### config.mk
export PLATFORM = sky130hd
export DESIGN_NAME = eva_ahb_regbank
export DESIGN_NICKNAME = d
export VERILOG_FILES = /design/src/rtl/eva_ahb_regbank.sv
export SDC_FILE = /design/constraint.sdc
export NUM_CORES = 1
export LEC_CHECK = 0
export BUFFER_PORTS_ARGS = -buffer_cell sky130_fd_sc_hd__buf_2
export CELL_PAD_IN_SITES_DETAIL_PLACEMENT = 1
export CELL_PAD_IN_SITES_GLOBAL_PLACEMENT = 2
export CORE_ASPECT_RATIO = 2
export CORE_MARGIN = 5
export CORE_UTILIZATION = 37
export DETAILED_ROUTE_END_ITERATION = 16
export PLACE_DENSITY_LB_ADDON = 0.08
export SLEW_MARGIN = 5
export SYNTH_ARGS = -nofsm -noshare
export SYNTH_HDL_FRONTEND = slang
export SYNTH_SLANG_ARGS = --single-unit
### constraint.sdc
create_clock -name hclk -period 5.3 [get_ports hclk]
set_input_delay 0.265 -clock hclk [delete_from_list [all_inputs] [get_ports hclk]]
set_output_delay 0.265 -clock hclk [all_outputs]
set_load 0.01 [all_outputs]
### src/rtl/eva_ahb_regbank.sv
// AHB-lite slave behind the EVA DPI master: register bank, 32-bit down-counting
// timer and a registered, masked 8-bit interrupt vector, with wait/error responses.
module eva_ahb_regbank #(
  parameter logic [31:0] BASE_ADDR = 32'h4000_0000,
  parameter logic [31:0] BASE_MASK = 32'hFFFF_F000,
  parameter logic [31:0] ID_VALUE  = 32'hE7A0_0001
) (
  input  logic        hclk,
  input  logic        hrest,
  input  logic [1:0]  htrans,
  input  logic        hwrite,
  input  logic [31:0] haddr,
  input  logic [31:0] hwdata,
  input  logic [2:0]  hsize,
  input  logic        hready,
  output logic        hreadyout,
  output logic [1:0]  hresp,
  output logic [31:0] hrdata,
  output logic [7:0]  interrupt
);
  typedef enum logic [1:0] {S_IDLE, S_WAIT, S_ERR1, S_ERR2} state_t;

  localparam logic [2:0] R_ID      = 3'd0;
  localparam logic [2:0] R_SCRATCH = 3'd1;
  localparam logic [2:0] R_CTRL    = 3'd2;
  localparam logic [2:0] R_LOAD    = 3'd3;
  localparam logic [2:0] R_VALUE   = 3'd4;
  localparam logic [2:0] R_STATUS  = 3'd5;
  localparam logic [2:0] R_SET     = 3'd6;
  localparam logic [2:0] R_WAIT    = 3'd7;

  localparam logic [1:0] RESP_OKAY  = 2'b00;
  localparam logic [1:0] RESP_ERROR = 2'b01;

  state_t      state_q, state_d;
  logic [3:0]  cnt_q, cnt_d;
  logic        xfer_q, xfer_d;
  logic        wr_q, wr_d;
  logic [2:0]  reg_q, reg_d;
  logic        hreadyout_q, hreadyout_d;
  logic [1:0]  hresp_q, hresp_d;
  logic [31:0] hrdata_q, hrdata_d;
  logic [7:0]  interrupt_q, interrupt_d;

  logic [31:0] scratch_q, scratch_d;
  logic [31:0] load_q, load_d;
  logic [31:0] value_q, value_d;
  logic        en_q, en_d;
  logic        ar_q, ar_d;
  logic [7:0]  mask_q, mask_d;
  logic [7:0]  status_q, status_d;
  logic [3:0]  wait_q, wait_d;

  logic        accept;
  logic        legal;
  logic        we;
  logic [7:0]  hw_set, sw_set, w1c;
  logic [2:0]  rd_sel;
  logic [31:0] rd_data;
  logic        unused_htrans0;

  assign unused_htrans0 = htrans[0];

  assign accept = hready && htrans[1] && ((haddr & BASE_MASK) == BASE_ADDR);
  assign legal  = (haddr[11:5] == 7'd0) && (hsize == 3'b010);
  // xfer_q marks the final cycle of a legal data phase; writes commit at its end
  assign we     = xfer_q && wr_q;

  always_comb begin
    scratch_d = scratch_q;
    load_d    = load_q;
    value_d   = value_q;
    en_d      = en_q;
    ar_d      = ar_q;
    mask_d    = mask_q;
    wait_d    = wait_q;
    hw_set    = 8'd0;
    sw_set    = 8'd0;
    w1c       = 8'd0;
    if (en_q) begin
      if (value_q != 32'd0) begin
        value_d = value_q - 32'd1;
      end else begin
        hw_set[0] = 1'b1;
        if (ar_q) value_d = load_q;
        else      en_d    = 1'b0;
      end
    end
    // bus writes come last so a LOAD or CTRL write overrides the timer's own update
    if (we) begin
      case (reg_q)
        R_SCRATCH: scratch_d = hwdata;
        R_CTRL: begin
          en_d   = hwdata[0];
          ar_d   = hwdata[1];
          mask_d = hwdata[15:8];
        end
        R_LOAD: begin
          load_d  = hwdata;
          value_d = hwdata;
        end
        R_STATUS: w1c    = hwdata[7:0];
        R_SET:    sw_set = hwdata[7:0];
        R_WAIT:   wait_d = hwdata[3:0];
        default: ;
      endcase
    end
  end

  genvar gi;
  generate
    for (gi = 0; gi < 8; gi++) begin : g_status
      assign status_d[gi]    = (status_q[gi] & ~w1c[gi]) | hw_set[gi] | sw_set[gi];
      assign interrupt_d[gi] = status_q[gi] & mask_q[gi];
    end
  endgenerate

  // Reads return the value the register holds during the completing cycle,
  // so a read pipelined right behind a write sees the new data.
  assign rd_sel = (state_q == S_WAIT) ? reg_q : haddr[4:2];

  always_comb begin
    case (rd_sel)
      R_ID:      rd_data = ID_VALUE;
      R_SCRATCH: rd_data = scratch_d;
      R_CTRL:    rd_data = {16'd0, mask_d, 6'd0, ar_d, en_d};
      R_LOAD:    rd_data = load_d;
      R_VALUE:   rd_data = value_d;
      R_STATUS:  rd_data = {24'd0, status_d};
      R_WAIT:    rd_data = {28'd0, wait_d};
      default:   rd_data = 32'd0;
    endcase
  end

  always_comb begin
    state_d     = state_q;
    cnt_d       = cnt_q;
    wr_d        = wr_q;
    reg_d       = reg_q;
    xfer_d      = 1'b0;
    hreadyout_d = 1'b1;
    hresp_d     = RESP_OKAY;
    hrdata_d    = 32'd0;
    case (state_q)
      S_WAIT: begin
        cnt_d = cnt_q - 4'd1;
        if (cnt_q == 4'd1) begin
          state_d  = S_IDLE;
          xfer_d   = 1'b1;
          hrdata_d = wr_q ? 32'd0 : rd_data;
        end else begin
          hreadyout_d = 1'b0;
        end
      end
      S_ERR1: begin
        state_d = S_ERR2;
        hresp_d = RESP_ERROR;
      end
      default: begin
        state_d = S_IDLE;
        if (accept) begin
          wr_d  = hwrite;
          reg_d = haddr[4:2];
          if (!legal) begin
            state_d     = S_ERR1;
            hreadyout_d = 1'b0;
            hresp_d     = RESP_ERROR;
          end else if (wait_q == 4'd0) begin
            xfer_d   = 1'b1;
            hrdata_d = hwrite ? 32'd0 : rd_data;
          end else begin
            state_d     = S_WAIT;
            cnt_d       = wait_q;
            hreadyout_d = 1'b0;
          end
        end
      end
    endcase
  end

  always_ff @(posedge hclk or posedge hrest) begin
    if (hrest) begin
      state_q     <= S_IDLE;
      cnt_q       <= 4'd0;
      xfer_q      <= 1'b0;
      wr_q        <= 1'b0;
      reg_q       <= 3'd0;
      hreadyout_q <= 1'b1;
      hresp_q     <= RESP_OKAY;
      hrdata_q    <= 32'd0;
      interrupt_q <= 8'd0;
      scratch_q   <= 32'd0;
      load_q      <= 32'd0;
      value_q     <= 32'd0;
      en_q        <= 1'b0;
      ar_q        <= 1'b0;
      mask_q      <= 8'd0;
      status_q    <= 8'd0;
      wait_q      <= 4'd0;
    end else begin
      state_q     <= state_d;
      cnt_q       <= cnt_d;
      xfer_q      <= xfer_d;
      wr_q        <= wr_d;
      reg_q       <= reg_d;
      hreadyout_q <= hreadyout_d;
      hresp_q     <= hresp_d;
      hrdata_q    <= hrdata_d;
      interrupt_q <= interrupt_d;
      scratch_q   <= scratch_d;
      load_q      <= load_d;
      value_q     <= value_d;
      en_q        <= en_d;
      ar_q        <= ar_d;
      mask_q      <= mask_d;
      status_q    <= status_d;
      wait_q      <= wait_d;
    end
  end

  assign hreadyout = hreadyout_q;
  assign hresp     = hresp_q;
  assign hrdata    = hrdata_q;
  assign interrupt = interrupt_q;
endmodule

==> results.cfg <==
[layout]
fin_cells = 1345
drive_gt1_frac = 0.265
design_area_mm2 = 0.0105
syn_to_final_growth_pct = 16.6
final_cell_mix = 171 x nand2_1, 170 x dfrtp_1, 111 x buf_2
nets = 1120
diodes = 0
final_common_cell = nand2_1

[timing]
max_slew_margin = 0.373
finalCritPeriodShare = 0.622
finalClockSkew_ns = 0.0112
finalSetupTns_ns = 0
setup_violations = 0
fin_crit_ns = 3.30
fmax_mhz = 303
grt_setup_unrepaired = no
worst_slew_pin_slew_ns = 0.941
slew_viol_final = 0
finalHoldViolations = 0

[worst_setup_path]
rr_worst_depth = 8
cp-end-kind = flop
max_stage_delay_ns = 0.63
cp_slowest_cell = ha_1
path_cells = inv_1, ha_1, mux2_2, nand2_1, nor2_1, nand2_1, or2_2, a41oi_1
worstReg2RegStart = state_q[1]
reg2reg_slack_ns = 2.00
required_ns = 5.67
crit_buf_inv = 1
worstSetupPathType = reg2reg
worstPathArrival_ns = 3.67
worstPathMaxFanout = 18
cpMostUsedCell = nand2_1
r2r_end = hrdata[14]
cp-start-kind = flop
cp_top_family = simple AND/OR/NAND/NOR gates

[detailed_routing]
viasPerCell = 5.87
drc = 0
ant_nets = 0
vias = 7894
drt-total-wl_um = 33100
wl_per_cell_um = 24.6
drtIter0Drc = 381
dr.pass1.iters = 4

[global_route]
grt_pass1_wl_um = 52200
grtUsageTotal = 0.248
antenna_found_initial = 0
overflow = 0
grt_max_degree = 131
grt_pass1_vias = 8689

[synthesis]
syn_area_mm2 = 0.00903
synth_top_flop_cell = dfrtp_1
synth_warnings = 0
ys_types = 93
synthArstFlopShare = 1.00
synth_cells = 937
avgSynthCellArea_um2 = 9.64
synthesis.nets = 1015
synth_edf_count = 0
yosysSeqAreaShare = 0.474
yosys_register_bits = 171

[clock_tree]
clk_pin_slew_ns = 0.07
postCtsHoldBufs = 0
numCtsBuffers = 17
cts_tree = yes
cts_resized = 0
cts_setup_buffers = 0
cts_root_buf = clkbuf_16
cts.sinks = 171
clock_path_buffers = 2
htreeDepth = 4
clock_latency_ns = 0.46

[worst_hold_path]
min-delay-path-class = in2async

[placement]
place.gp.congestion = 0.934
place_area_mm2 = 0.00994
port_buffers = 111
dpl.hpwl_um = 24400
placedCellCount = 1313

[floorplan]
core_area_mm2 = 0.0243
ios = 116
rows = 81
die_w_um = 120
initial_core_util = 0.371
die_area_mm2 = 0.0278
die_y_um = 231

[power]
ir_drop_uv = 227
fin_total_pwr_mw = 2.85
p_leak_nw = 4.60
powerDensity_mw_per_mm2 = 271

[run_status]
status = completed

[run]
maxCapViolCount = 0
## synthesized netlist by cell type (13+ instances only)
library cell / number / area (µm²)
a21oi_1: 45 / 225
a22oi_1: 15 / 113
a31oi_1: 20 / 125
clkbuf_1: 32 / 120
dfrtp_1: 170 / 4250
inv_1: 16 / 60.1
mux2_2: 60 / 676
nand2_1: 171 / 642
nand3_1: 15 / 75.1
nor2_1: 90 / 338
nor3_1: 18 / 90.1
nor4_1: 13 / 81.3
o21ai_0: 54 / 270
## flip-flops by register name (all words and copies together) (netlist names)
register / cells
ar_q: 1
cnt_q: 4
en_q: 1
hrdata: 32
hreadyout: 1
hresp: 1
interrupt: 8
load_q: 32
mask_q: 8
reg_q: 3
scratch_q: 32
state_q: 2
status_q: 8
value_q: 32
wait_q: 4
wr_q: 1
xfer_q: 1
## cell families (layout without fill, tap and decap cells)
family                   Yosys count  count (layout)  share of synthesized area
AND/OR/NAND/NOR                  392             392                      0.223
AO/OA/AOI/OAI                    226             226                      0.171
flip-flops                       171             171                      0.474
multiplexers                      72              72                     0.0883
buffers and inverters             66             184                     0.0321
adder cells (fa/ha/maj)            5               5                    0.00693
XOR/XNOR                           4               4                    0.00388
other                              1               1                   0.000415
## report_power, final
group	internal [mW]	leakage (nW)	total (mW)	switching (mW)
sequential	1.33	2.07	1.36	0.0299
clock	0.701	0.277	1.29	0.586
combinational	0.0732	2.25	0.206	0.133
## worst register-to-register path, cell delays in order, from the launching register on
cell and delay (ns):
dfrtp_1 0.40, inv_1 0.06, ha_1 0.63, mux2_2 0.54, nand2_1 0.17, nor2_1 0.51, nand2_1 0.32, or2_2 0.38
a41oi_1 0.21
## worst max-delay path by stage
stage / from / endpoint / depth (start not counted)
after floorplan: hrest / ar_q / 1
after global placement: state_q[1] / hrdata[12] / 11
after detailed placement: state_q[1] / hrdata[12] / 11
after CTS: state_q[1] / hrdata[12] / 11
after global routing: state_q[1] / hrdata[14] / 8
final: state_q[1] / hrdata[14] / 8
## routing by layer
metal	vias to the layer above	wire, µm	global-route usage
met5	-	0	0
met4	0	1310	0.105
met3	59	1110	0.0446
met2	167	18200	0.462
met1	4049	12500	0.271
li1	3619	-	-
## layout make-up
type	instances	area, µm²
timing repair buffer	135	736
sequential	171	4280
clock buffer	17	425
multi-input combinational	700	4490
clock inverter	15	165
fill	2820	13800
tap	290	363
inverter	17	71.3
## per-stage QoR
stage	worst slack (ns)	util	hold slack (ns)
6_report	2.00	0.433	0.0121
3_3_place_gp	2.01	0.409	0.459
2_1_floorplan	0.405	-	0.370
5_1_grt	1.80	0.433	0.0523
3_5_place_dp	1.99	0.409	0.466
4_1_cts	1.94	0.433	0.0313
Power figures use the tool's default switching activity.
